==> config.mk <==
export PLATFORM = sky130hd
export DESIGN_NAME = writeback_forward
export DESIGN_NICKNAME = d
export VERILOG_FILES = /design/src/rtl/writeback_forward.sv
export SDC_FILE = /design/constraint.sdc
export NUM_CORES = 1
export LEC_CHECK = 0
export ABC_AREA = 0
export ABC_CLOCK_PERIOD_IN_PS = 2100
export BUFFER_PORTS_ARGS = -buffer_cell sky130_fd_sc_hd__buf_2
export CORE_AREA = 5 5 97 99
export CTS_BUF_LIST = sky130_fd_sc_hd__clkbuf_2 sky130_fd_sc_hd__clkbuf_4 sky130_fd_sc_hd__clkbuf_8
export DETAILED_ROUTE_END_ITERATION = 6
export DIE_AREA = 0 0 102 104
export PLACE_DENSITY = 0.86
export SYNTH_ARGS = -nofsm -noshare
export SYNTH_HDL_FRONTEND = slang
export SYNTH_SLANG_ARGS = --single-unit
export TNS_END_PERCENT = 20
==> constraint.sdc <==
create_clock -name clk -period 2.1 [get_ports clk]
set_clock_uncertainty 0.15 [all_clocks]
set_input_delay 0.315 -clock clk [delete_from_list [all_inputs] [get_ports clk]]
set_output_delay 0.315 -clock clk [all_outputs]
set_load 0.01 [all_outputs]
==> src/rtl/writeback_forward.sv <==
// MIPS150 writeback register, load alignment, RegFile write port and operand bypass.
// Optional feature: define WB_BYPASS_EN to forward EX/WB results instead of stalling on them.
module writeback_forward #(
  parameter int DWIDTH = 32
) (
  input  logic              clk,
  input  logic              rst,
  input  logic              stall,
  input  logic              ex_valid,
  input  logic              ex_regwrite,
  input  logic              ex_memtoreg,
  input  logic [2:0]        ex_load_type,
  input  logic [1:0]        ex_addr_lo,
  input  logic [4:0]        ex_rd,
  input  logic [DWIDTH-1:0] ex_alu_result,
  input  logic [DWIDTH-1:0] mem_dout,
  input  logic [4:0]        dec_ra1,
  input  logic [4:0]        dec_ra2,
  input  logic [DWIDTH-1:0] rf_rd1,
  input  logic [DWIDTH-1:0] rf_rd2,
  output logic [DWIDTH-1:0] op1,
  output logic [DWIDTH-1:0] op2,
  output logic              hazard,
  output logic              wb_we,
  output logic [4:0]        wb_wa,
  output logic [DWIDTH-1:0] wb_wd
);

  logic              valid_q, valid_d;
  logic              regwrite_q, regwrite_d;
  logic              memtoreg_q, memtoreg_d;
  logic [2:0]        load_type_q, load_type_d;
  logic [1:0]        addr_lo_q, addr_lo_d;
  logic [4:0]        rd_q, rd_d;
  logic [DWIDTH-1:0] alu_q, alu_d;

  always_comb begin
    valid_d     = valid_q;
    regwrite_d  = regwrite_q;
    memtoreg_d  = memtoreg_q;
    load_type_d = load_type_q;
    addr_lo_d   = addr_lo_q;
    rd_d        = rd_q;
    alu_d       = alu_q;
    if (!stall) begin
      valid_d     = ex_valid;
      regwrite_d  = ex_regwrite;
      memtoreg_d  = ex_memtoreg;
      load_type_d = ex_load_type;
      addr_lo_d   = ex_addr_lo;
      rd_d        = ex_rd;
      alu_d       = ex_alu_result;
    end
  end

  always_ff @(posedge clk) begin
    if (rst) begin
      valid_q     <= 1'b0;
      regwrite_q  <= 1'b0;
      memtoreg_q  <= 1'b0;
      load_type_q <= 3'd0;
      addr_lo_q   <= 2'd0;
      rd_q        <= 5'd0;
      alu_q       <= '0;
    end else begin
      valid_q     <= valid_d;
      regwrite_q  <= regwrite_d;
      memtoreg_q  <= memtoreg_d;
      load_type_q <= load_type_d;
      addr_lo_q   <= addr_lo_d;
      rd_q        <= rd_d;
      alu_q       <= alu_d;
    end
  end

  // Big-endian lane select: offset 0 is the most significant byte.
  logic [7:0]        ld_byte;
  logic [15:0]       ld_half;
  logic [DWIDTH-1:0] ld_data;

  always_comb begin
    case (addr_lo_q)
      2'd0:    ld_byte = mem_dout[31:24];
      2'd1:    ld_byte = mem_dout[23:16];
      2'd2:    ld_byte = mem_dout[15:8];
      default: ld_byte = mem_dout[7:0];
    endcase
    ld_half = addr_lo_q[1] ? mem_dout[15:0] : mem_dout[31:16];
    case (load_type_q)
      3'b000:  ld_data = {{24{ld_byte[7]}}, ld_byte};
      3'b001:  ld_data = {{16{ld_half[15]}}, ld_half};
      3'b100:  ld_data = {24'd0, ld_byte};
      3'b101:  ld_data = {16'd0, ld_half};
      default: ld_data = mem_dout;
    endcase
  end

  logic wb_qual;

  assign wb_qual = valid_q & regwrite_q & (rd_q != 5'd0);
  assign wb_we   = wb_qual & ~stall;
  assign wb_wa   = rd_q;
  assign wb_wd   = memtoreg_q ? ld_data : alu_q;

`ifdef WB_BYPASS_EN
  logic ex_fwd;
  logic ex_ld;

  assign ex_fwd = ex_valid & ex_regwrite & ~ex_memtoreg;
  assign ex_ld  = ex_valid & ex_regwrite & ex_memtoreg
                & (ex_rd != 5'd0);

  function automatic logic [DWIDTH-1:0] resolve(
    input logic [4:0]        ra,
    input logic [DWIDTH-1:0] rf
  );
    if (ra == 5'd0)
      resolve = '0;
    else if (ex_fwd && ex_rd == ra)
      resolve = ex_alu_result;
    else if (wb_qual && rd_q == ra)
      resolve = wb_wd;
    else
      resolve = rf;
  endfunction

  assign op1    = resolve(dec_ra1, rf_rd1);
  assign op2    = resolve(dec_ra2, rf_rd2);
  assign hazard = ex_ld & ((ex_rd == dec_ra1) | (ex_rd == dec_ra2));
`else
  logic ex_qual;
  logic hit1;
  logic hit2;

  assign ex_qual = ex_valid & ex_regwrite & (ex_rd != 5'd0);
  assign hit1    = (dec_ra1 != 5'd0)
                 & ((ex_qual & (ex_rd == dec_ra1))
                 |  (wb_qual & (rd_q == dec_ra1)));
  assign hit2    = (dec_ra2 != 5'd0)
                 & ((ex_qual & (ex_rd == dec_ra2))
                 |  (wb_qual & (rd_q == dec_ra2)));

  assign op1    = (dec_ra1 == 5'd0) ? '0 : rf_rd1;
  assign op2    = (dec_ra2 == 5'd0) ? '0 : rf_rd2;
  assign hazard = hit1 | hit2;
`endif

endmodule

==> impl_metrics.json, run 1 <==
{
  "timing_hold_violations_final": 0,
  "initial_core_util_pct": 37.73,
  "synth_top_family_by_area": "simple AND/OR/NAND/NOR gates",
  "floorplan_core_area_sq_um": 8466,
  "power_density_nw_per_um2": 494.0,
  "timing.reg2reg.worst_path_depth": 3,
  "postLayoutSetupSlackWorst_ns": -0.1676,
  "outcome": "finished, violations left",
  "clock_insertion_delay_worst_skew_ns": 0.29,
  "grt_util_all_layers_pct": 27.14,
  "placementRows": 34,
  "finish.instance_area_sq_um": 4870,
  "timing.critical_path.fanout_max": 8,
  "htree_num_levels": 2,
  "route.detailed.drc": 0,
  "chipWidth_microns": 102,
  "layout-drive-gt1-share_pct": 47.41,
  "area.growth.synth_to_final_pct": 52.45,
  "cts_inserted_buffers": 5,
  "timing.hold.ws_ns": 0.09586,
  "buffer_ports.inserted": 256,
  "static_leak_nw": 2.546,
  "dp.final_hpwl_mm": 12.67,
  "detail_route.vias_per_cell": 5.229,
  "final_nets": 828,
  "final_min_period_over_clock_period_pct": 108.0,
  "net_count_after_synthesis": 571,
  "worst_hold_path.num_cells": 3,
  "slowest_delay_ns": 0.54,
  "synth_compound_gate_area_share_pct": 14.96,
  "yosys-mux-area-fraction_pct": 17.63,
  "critical_path.endpoint_type": "output port",
  "num_antenna_cells": 0,
  "placed_cell_area_sq_um": 4639,
  "clock_tree.root_cell": "sky130_fd_sc_hd__clkbuf_8",
  "commonest_non_fill_non_tap_cell_in_the_layout": "sky130_fd_sc_hd__buf_2",
  "maximum_number_of_pins_on_one_net_before_global_route_repair": 33,
  "violations": "setup timing",
  "synth.top_cells.by_area": "sky130_fd_sc_hd__dfxtp_1 (28%), sky130_fd_sc_hd__mux2i_1 (14%), sky130_fd_sc_hd__nor2b_1 (13%)",
  "timing.final.setup_violations": 34,
  "start_point_of_the_worst_min_delay_path": "ex_alu_result[16]",
  "maxSlewHeadroom_pct": 68.56,
  "number_of_antenna_violations_at_the_first_check_in_global_routing": 0,
  "synth_simple_gate_area_share_pct": 28.16,
  "critical_path.cell_chain": "mux4_2 > nand2_4 > a31o_4 > a21oi_1 > buf_2",
  "netlist-cell-type-count": 30,
  "wire_per_inst_microns": 19.70,
  "tns_ns": -3.680,
  "design.portCount": 257,
  "crit_arrival_ns": 1.80,
  "maxClockFrequency_ghz": 0.4410,
  "timing.critical_path.slowest_stage_cell": "sky130_fd_sc_hd__mux4_2",
  "synth_seq_area_share_pct": 28.20,
  "min_path_type": "in2reg",
  "clk_pin_slew_worst_paths_ns": 0.09,
  "parity_gate_share_of_the_synthesized_area_counting_xor_and_xnor_cells_pct": 5.484,
  "dp_cells": 768,
  "tritoncts": "built",
  "worst_r2r_setup_slack_ns": 1.03,
  "synth_top_cell_area_share_pct": 28.20,
  "pin_slew_with_the_least_headroom_to_its_limit_ns": 0.4716,
  "gpl.final_weighted_congestion": 0.9886,
  "post_cts_hold_buffer_count": 0,
  "global_route_wire_length_before_repair_mm": 22.32,
  "detailedRoute.firstIterationViolations": 209,
  "synth_top_cell_by_area": "sky130_fd_sc_hd__dfxtp_1",
  "ir_worst_vdd_mv": 0.3002,
  "global_route.overflow_total": 0,
  "die_area_sq_um": 10610,
  "cts_num_sinks": 45,
  "period_needed_ns": 2.268,
  "cap_viol_max_count": 0,
  "rsz0062_at_grt": "true",
  "hold-path-endpoint": "alu_q[16]",
  "drt_wl_total_mm": 15.42,
  "first_global_vias": 3954,
  "preCtsSetupSlack_ns": -0.02477,
  "ant_nets": 0,
  "worst_setup_path_start_kind": "flip-flop",
  "post_synth.cell_area_avg_sq_um": 7.660,
  "synthesized_cell_area_sq_um": 3194,
  "most-common-layout-cells": "sky130_fd_sc_hd__buf_2 (256), sky130_fd_sc_hd__nor2_1 (70), sky130_fd_sc_hd__nor2b_1 (64)",
  "r2r_end": "memtoreg_q",
  "yosys_warn_count": 0,
  "post_layout_nonfiller_instances": 783,
  "max_slew_vio_count": 0,
  "dr_total_vias": 4094,
  "clock_tree.buffer_depth": 2,
  "worstPathRequired_ns": 1.63,
  "synthCells": 417,
  "drt_first_pass_iters": 5,
  "fillers": 796,
  "die_height_microns": 104,
  "regToRegStartpoint": "memtoreg_q",
  "synthAdderAreaFrac_pct": 0,
  "yosys_reg_bits": 45,
  "timing_worst_setup_path_type": "reg2out"
}
[final cells by class]
cell class	count	area (sq um)	share of cell area [%]
multi-input cells	334	2187	44.91
repair buffers	281	1510	31.01
flip-flops and latches	45	920.9	18.91
well taps	108	135.1	2.775
clock buffers	5	68.82	1.413
inverters	7	26.28	0.5396
clock inverters	3	21.27	0.4368
[metal layers]
layer	share of wire [%]	wire length [microns]	GRT usage [%]	vias up
li1	-	-	-	1932
met1	39	6071	33.43	1920
met2	49	7609	48.05	219
met3	9.2	1413	5.164	23
met4	2.1	328	6.186	0
met5	0	0	0	-
[worst max-delay path: cells and delay by family, from the launching register on]
| kind | cells | cell delay (ns) |
|---|---|---|
| muxes | 1 | 0.54 |
| AOI/OAI and AO/OA | 2 | 0.34 |
| and+or+nand+nor | 1 | 0.12 |
| buffers and inverters | 1 | 0.14 |
| DFF | 1 | 0.35 |
[where the power goes]
group	leakage, nW	internal (W)	switching [W]
sequential	0.376	0.000903	0.0000412
clock	0.0445	0.000236	0.000307
combinational	2.13	0.000437	0.000481
[through the flow]
step	total power [W]	util, %
final	0.002406	57.52
after global routing	0.002535	57.52
after CTS	0.002413	57.11
after detailed placement	0.001836	54.80
after global placement	0.001822	54.80
after floorplan	0.001407	-
[what timing repair did]
item / 4_1_cts / 5_1_grt
setup buffers: 4 / 2
resized for setup: 20 / 7
cloned: 1 / 0
pin swaps: 6 / 5
endpoints found under the setup margin: 34 / 34
[kinds of logic after synthesis]
logic type	Yosys count
multiplexers	54
XOR/XNOR	20
buffers and inverters	39
AND/OR/NAND/NOR	181
flip-flops	45
AO/OA/AOI/OAI	78
[synthesized netlist by cell type, drive strengths merged]
| cell type | count |
|---|---|
| mux2i | 45 |
| nor3 | 4 |
| nand2 | 25 |
| o21ai | 7 |
| nand3b | 8 |
| a21oi | 32 |
| and2 | 1 |
| o22ai | 16 |
| a211o | 7 |
| mux4 | 1 |
| a31o | 1 |
| buf | 20 |
| nor2 | 74 |
| clkbuf | 12 |
| o211ai | 2 |
| a22o | 1 |
| or4 | 4 |
| a31oi | 1 |
| a22oi | 3 |
| mux2 | 8 |
| dfxtp | 45 |
| xor2 | 20 |
| nand2b | 1 |
| nor2b | 64 |
| inv | 7 |
| o21a | 8 |
[worst max-delay path by stage]
stage	startpoint	to	slack [ns]	depth (start not counted)
6_report	addr_lo_q[0]	wb_wd[23]	-0.17	5
5_1_grt	wb_wa[1]	wb_we	-0.22	5
4_1_cts	wb_wa[0]	wb_we	-0.17	5
3_5_place_dp	mem_dout[7]	wb_wd[23]	-0.02	6
3_3_place_gp	mem_dout[7]	wb_wd[30]	0.02	6
2_1_floorplan	addr_lo_q[0]	wb_wd[15]	0.26	3
[state kept, by name (all words and copies together), names as in the netlist]
name         flops
addr_lo_q        2
alu_q           32
load_type_q      3
memtoreg_q       1
regwrite_q       1
valid_q          1
wb_wa            5
Note: power is estimated with default switching activity, not from simulation.
==> run 2: changes to the inputs <==
Settings changed: BUFFER_PORTS_ARGS -buffer_cell sky130_fd_sc_hd__buf_2 to not set, CORE_AREA 5 5 97 99 to 5 5 96 98, DIE_AREA 0 0 102 104 to 0 0 101 103, DONT_BUFFER_PORTS set to 1, PLACE_DENSITY 0.86 to 0.6, SKIP_CTS_REPAIR_TIMING set to 1.
==> impl_metrics.json, run 2 (synthesis results as in run 1) <==
{
  "rsz0062_at_grt": "true",
  "swShare_pct": 31.39,
  "timing_worst_setup_path_type": "reg2out",
  "dp_cells": 537,
  "timing.critical_path.slowest_stage_cell": "sky130_fd_sc_hd__mux4_2",
  "largest_register_ff_count": 32,
  "die_area_sq_um": 10400,
  "commonest_non_fill_non_tap_cell_in_the_layout": "sky130_fd_sc_hd__nor2_1",
  "buffer_ports.inserted": 0,
  "critical_path.endpoint_type": "output port",
  "power.internal_w": 0.001486,
  "most-common-layout-cells": "sky130_fd_sc_hd__nor2_1 (69), sky130_fd_sc_hd__nor2b_1 (64), sky130_fd_sc_hd__mux2i_1 (45)",
  "timing.hold.ws_ns": 0.01626,
  "maxSlewHeadroom_pct": 72.10,
  "number_of_antenna_violations_at_the_first_check_in_global_routing": 4,
  "critical_path.cell_chain": "mux4_2 > nand2_2 > a31o_4 > buf_12 > a21oi_1 > buf_4",
  "clock_tree.root_cell": "sky130_fd_sc_hd__clkbuf_8",
  "placementRows": 34,
  "route.detailed.drc": 0,
  "power_density_nw_per_um2": 563.0,
  "ant_nets": 0,
  "cts_inserted_buffers": 5,
  "maximum_number_of_pins_on_one_net_before_global_route_repair": 47,
  "crit_arrival_ns": 1.83,
  "global_route.overflow_total": 0,
  "seq_area_sq_um": 913.4,
  "power.combinational.fraction_pct": 30.1,
  "hold-path-endpoint": "wb_wa[0]",
  "multiInputGateArea_sq_um": 2190,
  "final_min_period_over_clock_period_pct": 109.1,
  "start_point_of_the_worst_min_delay_path": "ex_rd[0]",
  "cts_num_sinks": 45,
  "pin_slew_with_the_least_headroom_to_its_limit_ns": 0.4247,
  "largest-register": "alu_q",
  "worstPathRequired_ns": 1.63,
  "share_seq_of_total_power_pct": 43.6,
  "dr_total_vias": 3146,
  "period_needed_ns": 2.291,
  "clk_pin_slew_worst_paths_ns": 0.09,
  "dp.final_hpwl_mm": 11.31,
  "finish.instance_area_sq_um": 3847,
  "grt_util_all_layers_pct": 24.90,
  "timing.reg2reg.worst_path_depth": 4,
  "global_route_wire_length_before_repair_mm": 19.32,
  "worst_r2r_setup_slack_ns": 1.05,
  "first_global_vias": 3083,
  "gpl.final_weighted_congestion": 0.9159,
  "clock_share_of_power_pct": 26.2,
  "postLayoutSetupSlackWorst_ns": -0.1910,
  "violations": "setup timing",
  "final_nets": 596,
  "design.portCount": 257,
  "r2r_end": "addr_lo_q[0]",
  "ir_worst_vdd_mv": 0.3556,
  "detailedRoute.firstIterationViolations": 117,
  "layout-drive-gt1-share_pct": 20.54,
  "worst_setup_path_start_kind": "flip-flop",
  "tritoncts": "built",
  "drt_wl_total_mm": 14.01,
  "slowest_delay_ns": 0.51,
  "area.growth.synth_to_final_pct": 20.45,
  "outcome": "finished, violations left",
  "initial_core_util_pct": 38.12,
  "cap_viol_max_count": 0,
  "clock_tree.buffer_depth": 2,
  "min_path_type": "in2reg",
  "post_layout_nonfiller_instances": 553,
  "drt_first_pass_iters": 4,
  "chipWidth_microns": 101,
  "htree_num_levels": 2,
  "timing_hold_violations_final": 0,
  "switching_power_w": 0.0006800,
  "die_height_microns": 103,
  "wire_per_inst_microns": 25.33,
  "fillers": 836,
  "preCtsSetupSlack_ns": 0.04189,
  "maxClockFrequency_ghz": 0.4365,
  "static_leak_nw": 1.639,
  "detail_route.vias_per_cell": 5.689,
  "placed_cell_area_sq_um": 3583,
  "worst_hold_path.num_cells": 2,
  "regToRegStartpoint": "addr_lo_q[0]",
  "max_slew_vio_count": 0,
  "floorplan_core_area_sq_um": 8381,
  "clock_insertion_delay_worst_skew_ns": 0.29,
  "timing.critical_path.fanout_max": 8,
  "timing.final.setup_violations": 24
}
run 2: cell types whose count changed in the layout (fill, tap and decap cells not counted), sizes merged:
cell / delta
buf: -233
clkbuf: +4
diode: +2
a31o: -1
clkinv: -1
clkinvlp: -1
dlygate4sd3: +1
inv: -1
run 2: layout make-up:
cell class,count,share of cell area (%)
diodes,2,0.1301
clock buffers,8,2.374
inverters,7,0.6829
multi-input cells,333,56.91
flip-flops and latches,45,23.74
well taps,108,3.512
repair buffers,50,12.65
run 2: critical path: cells and delay by family (launching register included):
family | cells | cell delay (ns)
AOI/OAI and AO/OA | 2 | 0.27
buffers and inverters | 2 | 0.28
DFF | 1 | 0.36
muxes | 1 | 0.51
and+or+nand+nor | 1 | 0.10
run 2: routing by layer:
metal	GRT usage, %	wire length, microns
met5	0	0
met4	5.930	173
met3	7.781	1305
met2	44.10	7072
met1	29.45	5453
run 2: power by group through the flow:
stage	combinational, W	sequential (W)	clock, W
detailed placement	0.000593	0.000966	0
floorplan	0.000456	0.000951	0
CTS	0.000595	0.000946	0.000591
finish	0.000653	0.000945	0.000568
global route	0.000709	0.000953	0.000638
global placement	0.000587	0.000963	0
run 2: per-stage QoR:
step / power, W / TNS [ns] / util, %
finish: 0.002166 / -2.496 / 45.91
global route: 0.002300 / -5.306 / 45.88
CTS: 0.002131 / -5.042 / 43.85
detailed placement: 0.001559 / 0 / 42.76
global placement: 0.001550 / 0 / 42.76
floorplan: 0.001407 / 0 / -
run 2: worst max-delay path by stage:
stage	from	end	depth (start not counted)
global placement	addr_lo_q[0]	wb_wd[30]	6
CTS	addr_lo_q[0]	wb_wd[24]	6
global route	addr_lo_q[0]	wb_wd[30]	6
detailed placement	addr_lo_q[0]	wb_wd[30]	6
finish	addr_lo_q[0]	wb_wd[24]	6
floorplan	addr_lo_q[0]	wb_wd[15]	3
==> run 3: changes to the inputs <==
Settings changed: CTS_BUF_LIST sky130_fd_sc_hd__clkbuf_2 sky130_fd_sc_hd__clkbuf_4 sky130_fd_sc_hd__clkbuf_8 to sky130_fd_sc_hd__clkbuf_16.
==> impl_metrics.json, run 3 (synthesis results as in run 1) <==
{
  "outcome": "finished, violations left",
  "violations": "setup timing",
  "timing_worst_setup_path_type": "reg2out",
  "pin_slew_with_the_least_headroom_to_its_limit_ns": 0.4258,
  "global_route_wire_length_before_repair_mm": 19.36,
  "most-common-layout-cells": "sky130_fd_sc_hd__nor2_1 (69), sky130_fd_sc_hd__nor2b_1 (64), sky130_fd_sc_hd__mux2i_1 (45)",
  "cts_num_sinks": 45,
  "period_needed_ns": 2.280,
  "design.portCount": 257,
  "detail_route.vias_per_cell": 5.708,
  "largest-register": "alu_q",
  "detailedRoute.firstIterationViolations": 100,
  "htree_num_levels": 2,
  "largest_register_ff_count": 32,
  "ant_nets": 0,
  "buffer_ports.inserted": 0,
  "timing.critical_path.fanout_max": 8,
  "dp.final_hpwl_mm": 11.31,
  "cap_viol_max_count": 0,
  "postLayoutSetupSlackWorst_ns": -0.1800,
  "clock_insertion_delay_worst_skew_ns": 0.28,
  "ir_worst_vdd_mv": 0.3931,
  "global_route.overflow_total": 0,
  "grt_util_all_layers_pct": 24.92,
  "min_path_type": "in2reg",
  "dr_total_vias": 3145,
  "rsz0062_at_grt": "true",
  "worst_setup_path_start_kind": "flip-flop",
  "setup.worst_path.end": "wb_wd[24]",
  "r2r_end": "memtoreg_q",
  "maxClockFrequency_ghz": 0.4386,
  "final_nets": 595,
  "clock_tree.root_cell": "sky130_fd_sc_hd__clkbuf_16",
  "static_leak_nw": 1.661,
  "post-route-util_pct": 46.24,
  "clock_share_of_power_pct": 32.0,
  "drt_first_pass_iters": 4,
  "worst_r2r_setup_slack_ns": 1.06,
  "timing.final.setup_violations": 23,
  "share_seq_of_total_power_pct": 40.3,
  "first_global_vias": 3079,
  "critical_path.endpoint_type": "output port",
  "timing.reg2reg.worst_path_depth": 3,
  "switching_power_w": 0.0007135,
  "layout-drive-gt1-share_pct": 19.46,
  "finish.instance_area_sq_um": 3875,
  "placementRows": 34,
  "drt_wl_total_mm": 14.04,
  "critPathLaunch": "addr_lo_q[0]",
  "wire_per_inst_microns": 25.48,
  "regToRegStartpoint": "memtoreg_q",
  "die_height_microns": 103,
  "power.combinational.fraction_pct": 27.7,
  "gpl.final_weighted_congestion": 0.9159,
  "clock_tree.buffer_depth": 2,
  "commonest_non_fill_non_tap_cell_in_the_layout": "sky130_fd_sc_hd__nor2_1",
  "area.growth.synth_to_final_pct": 21.31,
  "crit_arrival_ns": 1.82,
  "max_slew_vio_count": 0,
  "timing.hold.ws_ns": 0.03008,
  "floorplan_core_area_sq_um": 8381,
  "placed_cell_area_sq_um": 3583,
  "power.internal_w": 0.001639,
  "cts_inserted_buffers": 5,
  "maxSlewHeadroom_pct": 72.03,
  "clk_pin_slew_worst_paths_ns": 0.06,
  "maximum_number_of_pins_on_one_net_before_global_route_repair": 47,
  "chipWidth_microns": 101,
  "route.detailed.drc": 0,
  "power_density_nw_per_um2": 607.2,
  "timing_hold_violations_final": 0,
  "final_min_period_over_clock_period_pct": 108.6,
  "number_of_antenna_violations_at_the_first_check_in_global_routing": 4,
  "tritoncts": "built",
  "worstPathRequired_ns": 1.63,
  "initial_core_util_pct": 38.12,
  "swShare_pct": 30.32,
  "die_area_sq_um": 10400
}
-- run 3: cell count changes in the layout (fill, tap and decap cells not counted), sizes merged --
| cell | change |
|---|---|
| dlygate4sd3 | -1 |
| diode | -1 |
| clkbuf | -3 |
| inv | +3 |
-- run 3: routing by layer --
| layer | share of wire, % | GRT usage, % |
|---|---|---|
| met1 | 39 | 29.70 |
| met2 | 50 | 44.10 |
| met3 | 9.4 | 7.442 |
| met4 | 1.1 | 5.930 |
| met5 | 0 | 0 |
-- run 3: how the worst min path moves through the flow --
stage	start	endpoint	slack, ns	cells after the start
after detailed placement	rst	alu_q[5]	0.24	1
after global placement	rst	wb_wa[2]	0.24	1
after floorplan	ex_addr_lo[0]	addr_lo_q[0]	0.31	2
final	ex_alu_result[24]	alu_q[24]	0.03	2
after global routing	ex_alu_result[24]	alu_q[24]	0.02	2
after CTS	rst	alu_q[30]	-0.06	1
-- run 3: metrics by stage --
stage	worst slack, ns	cells	total power [W]	setup TNS (ns)
2_1_floorplan	0.2613	417	0.001407	0
3_3_place_gp	0.08111	537	0.001550	0
3_5_place_dp	0.04189	537	0.001559	0
4_1_cts	-0.2693	545	0.002315	-4.257
5_1_grt	-0.2374	551	0.002477	-4.407
6_report	-0.1800	551	0.002353	-2.231
-- run 3: area by class of cell --
type                       count  area [sq um]
antenna                        1         2.502
clock buffer                   5         125.1
clock inverter                 3         11.26
fill                         841          4506
inverter                       7         26.28
multi-input combinational    333          2190
sequential                    45         908.4
tap                          108         135.1
timing repair buffer          49         476.7
-- run 3: critical path, cell delays in order (launching register included) --
cell and delay [ns]:
sky130_fd_sc_hd__dfxtp_4 0.35, sky130_fd_sc_hd__mux4_2 0.51, sky130_fd_sc_hd__nand2_2 0.10, sky130_fd_sc_hd__a31o_4 0.22, sky130_fd_sc_hd__buf_12 0.15, sky130_fd_sc_hd__a21oi_1 0.07
sky130_fd_sc_hd__buf_4 0.14
-- run 3: power groups by stage --
stage / combinational [W] / sequential, W / clock [W]
global route: 0.000707 / 0.000953 / 0.000818
detailed placement: 0.000593 / 0.000966 / 0
CTS: 0.000595 / 0.000947 / 0.000774
global placement: 0.000587 / 0.000963 / 0
floorplan: 0.000456 / 0.000951 / 0
finish: 0.000652 / 0.000947 / 0.000753
